### src/rtl/score_keeper.sv
// -----------------------------------------------------------------------------
// score_keeper
//
// Captures the final score when a game ends and keeps the best score seen since
// reset. The selected value (final or high score) is converted to BCD digits
// by a sequential double-dabble engine that performs one shift step per clock.
//
// Ports:
//   clk          system clock, all logic on the rising edge
//   rst          synchronous, active-high reset
//   score        live score count from the game FSM
//   game_end     level, high while the game is over
//   show_high    1 = display high score, 0 = display final score
//   bcd_hundreds hundreds digit of the converted value
//   bcd_tens     tens digit
//   bcd_ones     ones digit
//   bcd_valid    digits are valid for the current selection
//   busy         conversion in progress
//   high_score   best score since reset
//   new_record   the last completed game set a new high score
// -----------------------------------------------------------------------------
module score_keeper #(
  parameter int SCORE_W    = 8,
  parameter int BCD_DIGITS = 3
) (
  input  logic               clk,
  input  logic               rst,
  input  logic [SCORE_W-1:0] score,
  input  logic               game_end,
  input  logic               show_high,
  output logic [3:0]         bcd_hundreds,
  output logic [3:0]         bcd_tens,
  output logic [3:0]         bcd_ones,
  output logic               bcd_valid,
  output logic               busy,
  output logic [SCORE_W-1:0] high_score,
  output logic               new_record
);

  localparam int BCD_W = 4 * BCD_DIGITS;
  localparam int CNT_W = $clog2(SCORE_W) + 1;
  localparam int ACC_W = BCD_W + SCORE_W;

  typedef enum logic [0:0] {
    ST_IDLE = 1'b0,
    ST_CONV = 1'b1
  } state_t;

  // One double-dabble step: add 3 to every nibble >= 5, then shift {bcd, src}
  // left by one so the source MSB enters the BCD LSB.
  function automatic logic [ACC_W-1:0] dd_step(input logic [BCD_W-1:0]   bcd,
                                               input logic [SCORE_W-1:0] src);
    logic [BCD_W-1:0] adj;
    adj = bcd;
    for (int i = 0; i < BCD_DIGITS; i++) begin
      if (adj[4*i +: 4] >= 4'd5) begin
        adj[4*i +: 4] = adj[4*i +: 4] + 4'd3;
      end else begin
        adj[4*i +: 4] = adj[4*i +: 4];
      end
    end
    return {adj[BCD_W-2:0], src, 1'b0};
  endfunction

  state_t             state_r;
  logic [SCORE_W-1:0] final_score_r;
  logic               prev_game_end_r;
  logic               prev_show_high_r;
  logic               pending_r;
  logic [SCORE_W-1:0] src_r;
  logic [BCD_W-1:0]   bcd_acc_r;
  logic [CNT_W-1:0]   step_cnt_r;

  logic               rise_s;
  logic               fall_s;
  logic               sel_chg_s;
  logic               last_step_s;
  logic [SCORE_W-1:0] max_s;
  logic [SCORE_W-1:0] rise_sel_s;
  logic [SCORE_W-1:0] cur_sel_s;
  logic               start_s;
  logic [SCORE_W-1:0] start_val_s;
  logic [ACC_W-1:0]   step_s;

  // Edge detection, selection muxes and the start-request decision.
  always_comb begin
    rise_s      = game_end & ~prev_game_end_r;
    fall_s      = ~game_end & prev_game_end_r;
    sel_chg_s   = game_end & (show_high ^ prev_show_high_r);
    last_step_s = (step_cnt_r == CNT_W'(SCORE_W - 1));
    step_s      = dd_step(bcd_acc_r, src_r);

    if (score > high_score) begin
      max_s = score;
    end else begin
      max_s = high_score;
    end

    // At the game-end edge the registers are not yet updated, so the high
    // score view must be computed from the incoming score.
    if (show_high) begin
      rise_sel_s = max_s;
      cur_sel_s  = high_score;
    end else begin
      rise_sel_s = score;
      cur_sel_s  = final_score_r;
    end

    // A selection change landing on the final step counts as pending too,
    // so the result shown always matches the latest selection.
    start_s     = 1'b0;
    start_val_s = cur_sel_s;
    if (rise_s) begin
      start_s     = 1'b1;
      start_val_s = rise_sel_s;
    end else if (state_r == ST_IDLE) begin
      start_s = sel_chg_s;
    end else if (last_step_s) begin
      start_s = pending_r | sel_chg_s;
    end else begin
      start_s = 1'b0;
    end
  end

  // Score capture, edge history and the conversion FSM with registered outputs.
  always_ff @(posedge clk) begin
    if (rst) begin
      state_r          <= ST_IDLE;
      final_score_r    <= {SCORE_W{1'b0}};
      high_score       <= {SCORE_W{1'b0}};
      prev_game_end_r  <= 1'b0;
      prev_show_high_r <= 1'b0;
      pending_r        <= 1'b0;
      src_r            <= {SCORE_W{1'b0}};
      bcd_acc_r        <= {BCD_W{1'b0}};
      step_cnt_r       <= {CNT_W{1'b0}};
      bcd_hundreds     <= 4'd0;
      bcd_tens         <= 4'd0;
      bcd_ones         <= 4'd0;
      bcd_valid        <= 1'b0;
      busy             <= 1'b0;
      new_record       <= 1'b0;
    end else begin
      prev_game_end_r  <= game_end;
      prev_show_high_r <= show_high;

      if (rise_s) begin
        final_score_r <= score;
        high_score    <= max_s;
        new_record    <= (score > high_score);
      end else if (fall_s) begin
        new_record <= 1'b0;
      end else begin
        new_record <= new_record;
      end

      if (fall_s) begin
        // Game restarted: abort any conversion and blank the display.
        state_r      <= ST_IDLE;
        pending_r    <= 1'b0;
        busy         <= 1'b0;
        bcd_valid    <= 1'b0;
        bcd_hundreds <= 4'd0;
        bcd_tens     <= 4'd0;
        bcd_ones     <= 4'd0;
      end else if (start_s) begin
        state_r    <= ST_CONV;
        src_r      <= start_val_s;
        bcd_acc_r  <= {BCD_W{1'b0}};
        step_cnt_r <= {CNT_W{1'b0}};
        pending_r  <= 1'b0;
        busy       <= 1'b1;
        bcd_valid  <= 1'b0;
      end else begin
        case (state_r)
          ST_IDLE: begin
            state_r <= ST_IDLE;
          end
          ST_CONV: begin
            bcd_acc_r  <= step_s[ACC_W-1:SCORE_W];
            src_r      <= step_s[SCORE_W-1:0];
            step_cnt_r <= step_cnt_r + CNT_W'(1);
            if (last_step_s) begin
              state_r      <= ST_IDLE;
              busy         <= 1'b0;
              bcd_valid    <= 1'b1;
              bcd_hundreds <= step_s[SCORE_W+11:SCORE_W+8];
              bcd_tens     <= step_s[SCORE_W+7:SCORE_W+4];
              bcd_ones     <= step_s[SCORE_W+3:SCORE_W];
            end else if (sel_chg_s) begin
              pending_r <= 1'b1;
            end else begin
              pending_r <= pending_r;
            end
          end
          default: begin
            state_r <= ST_IDLE;
            busy    <= 1'b0;
          end
        endcase
      end
    end
  end

endmodule
### config.mk
export PLATFORM = sky130hd
export DESIGN_NAME = score_keeper
export DESIGN_NICKNAME = d
export VERILOG_FILES = /design/src/rtl/score_keeper.sv
export SDC_FILE = /design/constraint.sdc
export NUM_CORES = 1
export LEC_CHECK = 0
export BUFFER_PORTS_ARGS = -buffer_cell sky130_fd_sc_hd__buf_4
export CAP_MARGIN = 10
export CORE_MARGIN = 2
export CORE_UTILIZATION = 57
export DETAILED_ROUTE_END_ITERATION = 16
export GPL_TIMING_DRIVEN = 1
export PLACE_DENSITY = 0.78
export SYNTH_ARGS = -nofsm -noshare
export SYNTH_HDL_FRONTEND = slang
export SYNTH_SLANG_ARGS = --single-unit
### constraint.sdc
create_clock -name clk -period 2.3 [get_ports clk]
set_clock_uncertainty 0.15 [all_clocks]
set_input_delay 0.345 -clock clk [delete_from_list [all_inputs] [get_ports clk]]
set_output_delay 0.345 -clock clk [all_outputs]
set_load 0.01 [all_outputs]
Yosys cells after proc, flatten, opt, wreduce, memory -nomap -nowiden
Cells that the tools add are included.
{"block": "op_classes", "eq_ne": 1, "addsub": 4, "div_mod_pow": 0, "shifts": 0, "mul": 0, "reduce_logical": 10, "n_lt_le_gt_ge": 4, "muxes": 24, "bitwise": 11}
{"operator": "2-to-1 mux 8 bit", "count": 6}
{"operator": "2-to-1 mux 12 bit", "count": 2}
{"operator": "2-to-1 mux 4 bit", "count": 4}
{"operator": "greater-or-equal comparator 4 x 3 -> 1 bit (second input constant)", "count": 3}
{"operator": "2-to-1 mux 1 bit", "count": 10}
{"operator": "adder 4 x 2 -> 4 bit (second input constant)", "count": 2}
{"operator": "> comparator 8 bit", "count": 1}
{"operator": "NOT 1 bit", "count": 6}
{"operator": "AND reduction 2 bit", "count": 3}
{"operator": "AND reduction 3 bit", "count": 2}
{"operator": "nonzero test 2 bit", "count": 3}
{"operator": "adder 4 x 1 -> 4 bit (second input constant)", "count": 1}
{"operator": "equality test 4 x 3 -> 1 bit (second input constant)", "count": 1}
{"operator": "adder 3 x 2 -> 3 bit (second input constant)", "count": 1}
{"operator": "bitwise AND 1 bit", "count": 3}
{"operator": "2-to-1 mux 3 bit", "count": 1}
{"operator": "OR reduction 3 bit", "count": 1}
{"operator": "one-hot mux 1 bit (2 select lines)", "count": 1}
{"operator": "OR reduction 2 bit", "count": 1}
{"operator": "OR 1 bit", "count": 1}
{"operator": "bitwise XOR 1 bit", "count": 1}
{"block": "totals", "input_bits": 12, "reg_bits": 59, "latch_bits": 0, "mem_bits_rw": 0, "output_inout_bits": 23, "elab_cells": 69, "memories": 0, "mem_bits_ro": 0}

Logic depth before layout (Yosys ltp)
{"block": "logic_depth", "word_depth": 8, "ltp_mapped": 9, "ltp_nobuf": 8}

Worst setup path before layout
No wires, ideal clock.
{"block": "synth_timing", "path_kind": "reg-to-reg", "from": "register high_score[5]", "to": "register high_score[0]", "arrival_ns": 1.893, "synth_period_minus_slack_ns": 2.171, "path_stages_with_launch": 9, "required_time_ns": 2.022, "path_slack_ns": 0.129, "setup_ns": 0.128, "path_buffers": 1, "cell_sequence": "dfxtp_1 -> inv_1 -> ha_1 -> a211oi_1 -> nor2_1 -> o311ai_0 -> buf_2 -> mux2i_1 -> nor2_1"}
{"block": "synth_between", "elab_chain_len": 2}
{"element": "start, declared", "line_no": "36", "rtl": "output logic [SCORE_W-1:0] high_score,"}
{"element": "start signal, assigned", "line_no": "130", "rtl": "high_score <= {SCORE_W{1'b0}};"}
{"element": "start signal, assigned", "line_no": "149", "rtl": "high_score <= max_s;"}
{"element": "> comparator 8 bit", "line_no": "93", "rtl": "if (score > high_score) begin"}
{"element": "2-to-1 mux 8 bit", "line_no": "93"}
No other way between the ends.
A chain may end at the register's enable or synchronous reset.

Worst setup path in the final report
{"block": "layout_timing", "from": "register high_score[4]", "to": "register src_r[6]"}
{"block": "layout_between", "elab_chain_len": 5}
{"element": "> comparator 8 bit", "line_no": "93"}
{"element": "2-to-1 mux 8 bit", "line_no": "93"}
{"element": "2-to-1 mux 8 bit", "line_no": "101", "rtl": "if (show_high) begin"}
{"element": "2-to-1 mux 8 bit", "line_no": "113", "rtl": "if (rise_s) begin"}
{"element": "2-to-1 mux 8 bit", "line_no": "166", "rtl": "end else if (start_s) begin"}
{"element": "end signal, assigned", "line_no": "134", "rtl": "src_r <= {SCORE_W{1'b0}};"}
{"element": "end signal, assigned", "line_no": "168", "rtl": "src_r <= start_val_s;"}
{"element": "end signal, assigned", "line_no": "181", "rtl": "src_r <= step_s[SCORE_W-1:0];"}
{"element": "end, declared", "line_no": "70", "rtl": "logic [SCORE_W-1:0] src_r;"}
No other way between the ends.

==> impl_metrics.tcl <==
set metrics [dict create \
    p_total_uw 2506 \
    clk_pin_slew_ns 0.07 \
    synth_area_per_cell_sq_um 9.294 \
    cts_tree "yes" \
    track_usage 0.2270 \
    finalHoldViolations 0 \
    pwr-share-seq 0.435 \
    cts_buffer_depth 2 \
    synth_top_area_cell "dfxtp_1" \
    htree_levels 3 \
    io_buffers 34 \
    muxShareOfSynthArea 0.1544 \
    met3_usage 0.04028 \
    cap_violations 0 \
    nets 397 \
    grt_util_met2 0.3947 \
    slew_headroom 0.6404 \
    setup.worst_path.end_class "register" \
    comb_power_share 0.139 \
    core_sq_mm 0.005075 \
    p_sw_uw 623.8 \
    rows 26 \
    hold_class "primary input to register" \
    pwr-share-clk 0.425 \
    gp_congestion 0.7948 \
    fillCellCount 414 \
    synthAdderAreaFrac 0.07152 \
    viasPerCell 5.580 \
    placedCellCount 426 \
    synth_compound_area_frac 0.1590 \
    ant_nets 0 \
    postSynthCellCount 320 \
    grt_pass1_wl_um 10730 \
    dp_hpwl_um 4511 \
    firstDrtPassIters 4 \
    switching_share 0.2490 \
    setup_viol 0 \
    cts-root-buf "clkbuf_8" \
    dieArea_sq_mm 0.005812 \
    synth-async-reset-ratio 0 \
    layout_min_cycle_time_ns 2.230 \
    synth_edf_count 0 \
    critPathMaxFanout 8 \
    synth_xor_area_frac 0.02019 \
    grt_antenna_before_repair 0 \
    gr-total-overflow 0 \
    power_density_mw_per_mm2 688.2 \
    ir_drop_uv 551.9 \
    fp.dieW_um 76.24 \
    vias 2472 \
    status "completed" \
    yosysSeqAreaShare 0.3971 \
    power.leakage_uw 0.001560 \
    drt-total-wl_um 6403 \
    synth_seq_cells 59 \
    synth_area_leaders "dfxtp_1 40%, mux2i_1 13%, ha_1 7.2%, nor2_1 6.9%, a21oi_1 3.4%" \
    top_usage_layer "met2" \
    fp.dieH_um 76.24 \
    syn2layout_area_growth_pct 22.42 \
    synth_top_family_by_area "compound AO/OA/AOI/OAI gates" \
    syn_area_sq_mm 0.002974 \
    final_cells 443 \
    fmax_mhz 448.4 \
    yosysWarnings 0 \
    synthTopCellsByCount "59 x dfxtp_1, 55 x nor2_1, 38 x mux2i_1" \
    synth_simple_gate_area_frac 0.1498 \
    intPower_uw 1882 \
    start_util 0.5860 \
    drv_slew 0 \
    grtUsageMet1 0.2710 \
    diodes 0 \
    crit_type "register to register" \
    clkLatencyLatePin_ns 0.34 \
    synthesis.nets 349 \
    ys.flop_type "dfxtp_1" \
    min_period_over_period 0.9696 \
    cts_num_sinks 59 \
    synth_most_common_cell "dfxtp_1" \
    post_drt_wl_per_cell_um 14.45 \
    drive_gt1_frac 0.2386 \
    cp-start-kind "register" \
    grt_max_degree 35 \
    drc 0 \
    grt_pass1_vias 2411 \
    tightest_slew_ns 0.5383 \
    synth.distinct_cells 44 \
    crit_arrival_ns 2.30 \
    io_pins 35 \
    synth_top_area_share 0.3971 \
    numCtsBuffers 9 \
    drt-initial-drc-count 122 \
    setup_tns_ns 0 \
    crit_required_ns 2.37 \
]
## power by group through the flow
stage	Combinational (uW)	Sequential (uW)	Clock, uW
floorplan	213	1110	0
global placement	329	1110	0
detailed placement	338	1110	0
CTS	343	1090	1080
global route	382	1090	1130
finish	349	1090	1070
## flip-flops by register name (all words and copies together) (netlist names)
| name | count |
|---|---|
| bcd_acc_r | 12 |
| bcd_hundreds | 4 |
| bcd_ones | 4 |
| bcd_tens | 4 |
| bcd_valid | 1 |
| busy | 1 |
| final_score_r | 8 |
| high_score | 8 |
| new_record | 1 |
| pending_r | 1 |
| prev_game_end_r | 1 |
| prev_show_high_r | 1 |
| src_r | 8 |
| state_r | 1 |
| step_cnt_r | 4 |
## placed cells by master, fill, tap and decap left out, types with 2 or more instances in the layout
master | synthesis | final
mux2_2 | 7 | 7
o21ai_0 | 13 | 12
nand3b_1 | 2 | 2
nand2b_1 | 3 | 3
bufinv_16 | 0 | 2
clkbuf_8 | 0 | 11
a21oi_1 | 20 | 20
o211ai_1 | 4 | 4
nor2_1 | 55 | 55
a222oi_1 | 5 | 5
dfxtp_1 | 59 | 59
ha_1 | 17 | 17
buf_4 | 0 | 50
nor3b_1 | 6 | 6
o31ai_1 | 2 | 2
xnor2_1 | 3 | 3
a211oi_2 | 4 | 5
or2_2 | 2 | 2
clkinv_2 | 0 | 3
nand4_1 | 3 | 3
a22oi_1 | 6 | 6
mux2i_1 | 38 | 38
nor2b_1 | 3 | 3
nor4_1 | 2 | 2
xor2_1 | 2 | 2
nand3_1 | 3 | 3
nand2_1 | 11 | 11
inv_1 | 18 | 18
## critical path, stage by stage, from the launching register on
cell and delay, ns:
dfxtp_1 0.39, inv_1 0.06, ha_1 0.28, nand4_1 0.15
or2_2 0.37, o221a_4 0.34, mux2i_1 0.23, o221ai_1 0.14
## final timing paths
kind / startpoint / to / slack [ns] / depth (start not counted)
min: score[4] / high_score[4] / 0.11 / 3
max reg2reg: high_score[4] / src_r[6] / 0.07 / 7
min reg2reg: src_r[0] / src_r[0] / 0.33 / 2
max: high_score[4] / src_r[6] / 0.07 / 7
## metrics by stage
| step | hold WS (ns) | setup slack (ns) | utilization | area, sq um |
|---|---|---|---|---|
| 3_3_place_gp | 0.3015 | 0.02102 | 0.6679 | 3390 |
| 4_1_cts | 0.1105 | 0.04944 | 0.7143 | 3625 |
| 2_1_floorplan | 0.2760 | 0.1292 | - | 2974 |
| 5_1_grt | 0.1326 | -0.003337 | 0.7175 | 3641 |
| 3_5_place_dp | 0.3158 | -0.04462 | 0.6679 | 3390 |
| 6_report | 0.1122 | 0.06994 | 0.7175 | 3641 |
## cell type report
type / instances / area [sq um] / area share
Clock buffer: 11 / 151.4 / 0.04158
Clock inverter: 5 / 75.07 / 0.02062
Inverter: 18 / 67.56 / 0.01856
Multi-Input combinational cell: 228 / 1672 / 0.4591
Sequential cell: 59 / 1181 / 0.3244
Tap cell: 70 / 87.58 / 0.02405
Timing Repair Buffer: 52 / 406.6 / 0.1117
## routing by layer
| metal | vias to the layer above | share of wire |
|---|---|---|
| met2 | 51 | 0.49 |
| met5 | - | 0 |
| met4 | 0 | 0.018 |
| li1 | 1232 | - |
| met3 | 14 | 0.034 |
| met1 | 1175 | 0.46 |
## repair_timing
action / 4_1_cts / 5_1_grt
hold buffers: 0 / 0
setup buffers: 0 / 1
pin swaps: 0 / 1
setup endpoints to repair: 1 / 10
resized for setup: 1 / 3
## logic make-up after synthesis
logic type	Yosys count
and+or+nand+nor	94
AOI/OAI and AO/OA	66
DFF	59
muxes	45
buffers and inverters	33
adders and majority gates	17
xor gates and xnor gates	6
Note: power is estimated with default switching activity, not from simulation.
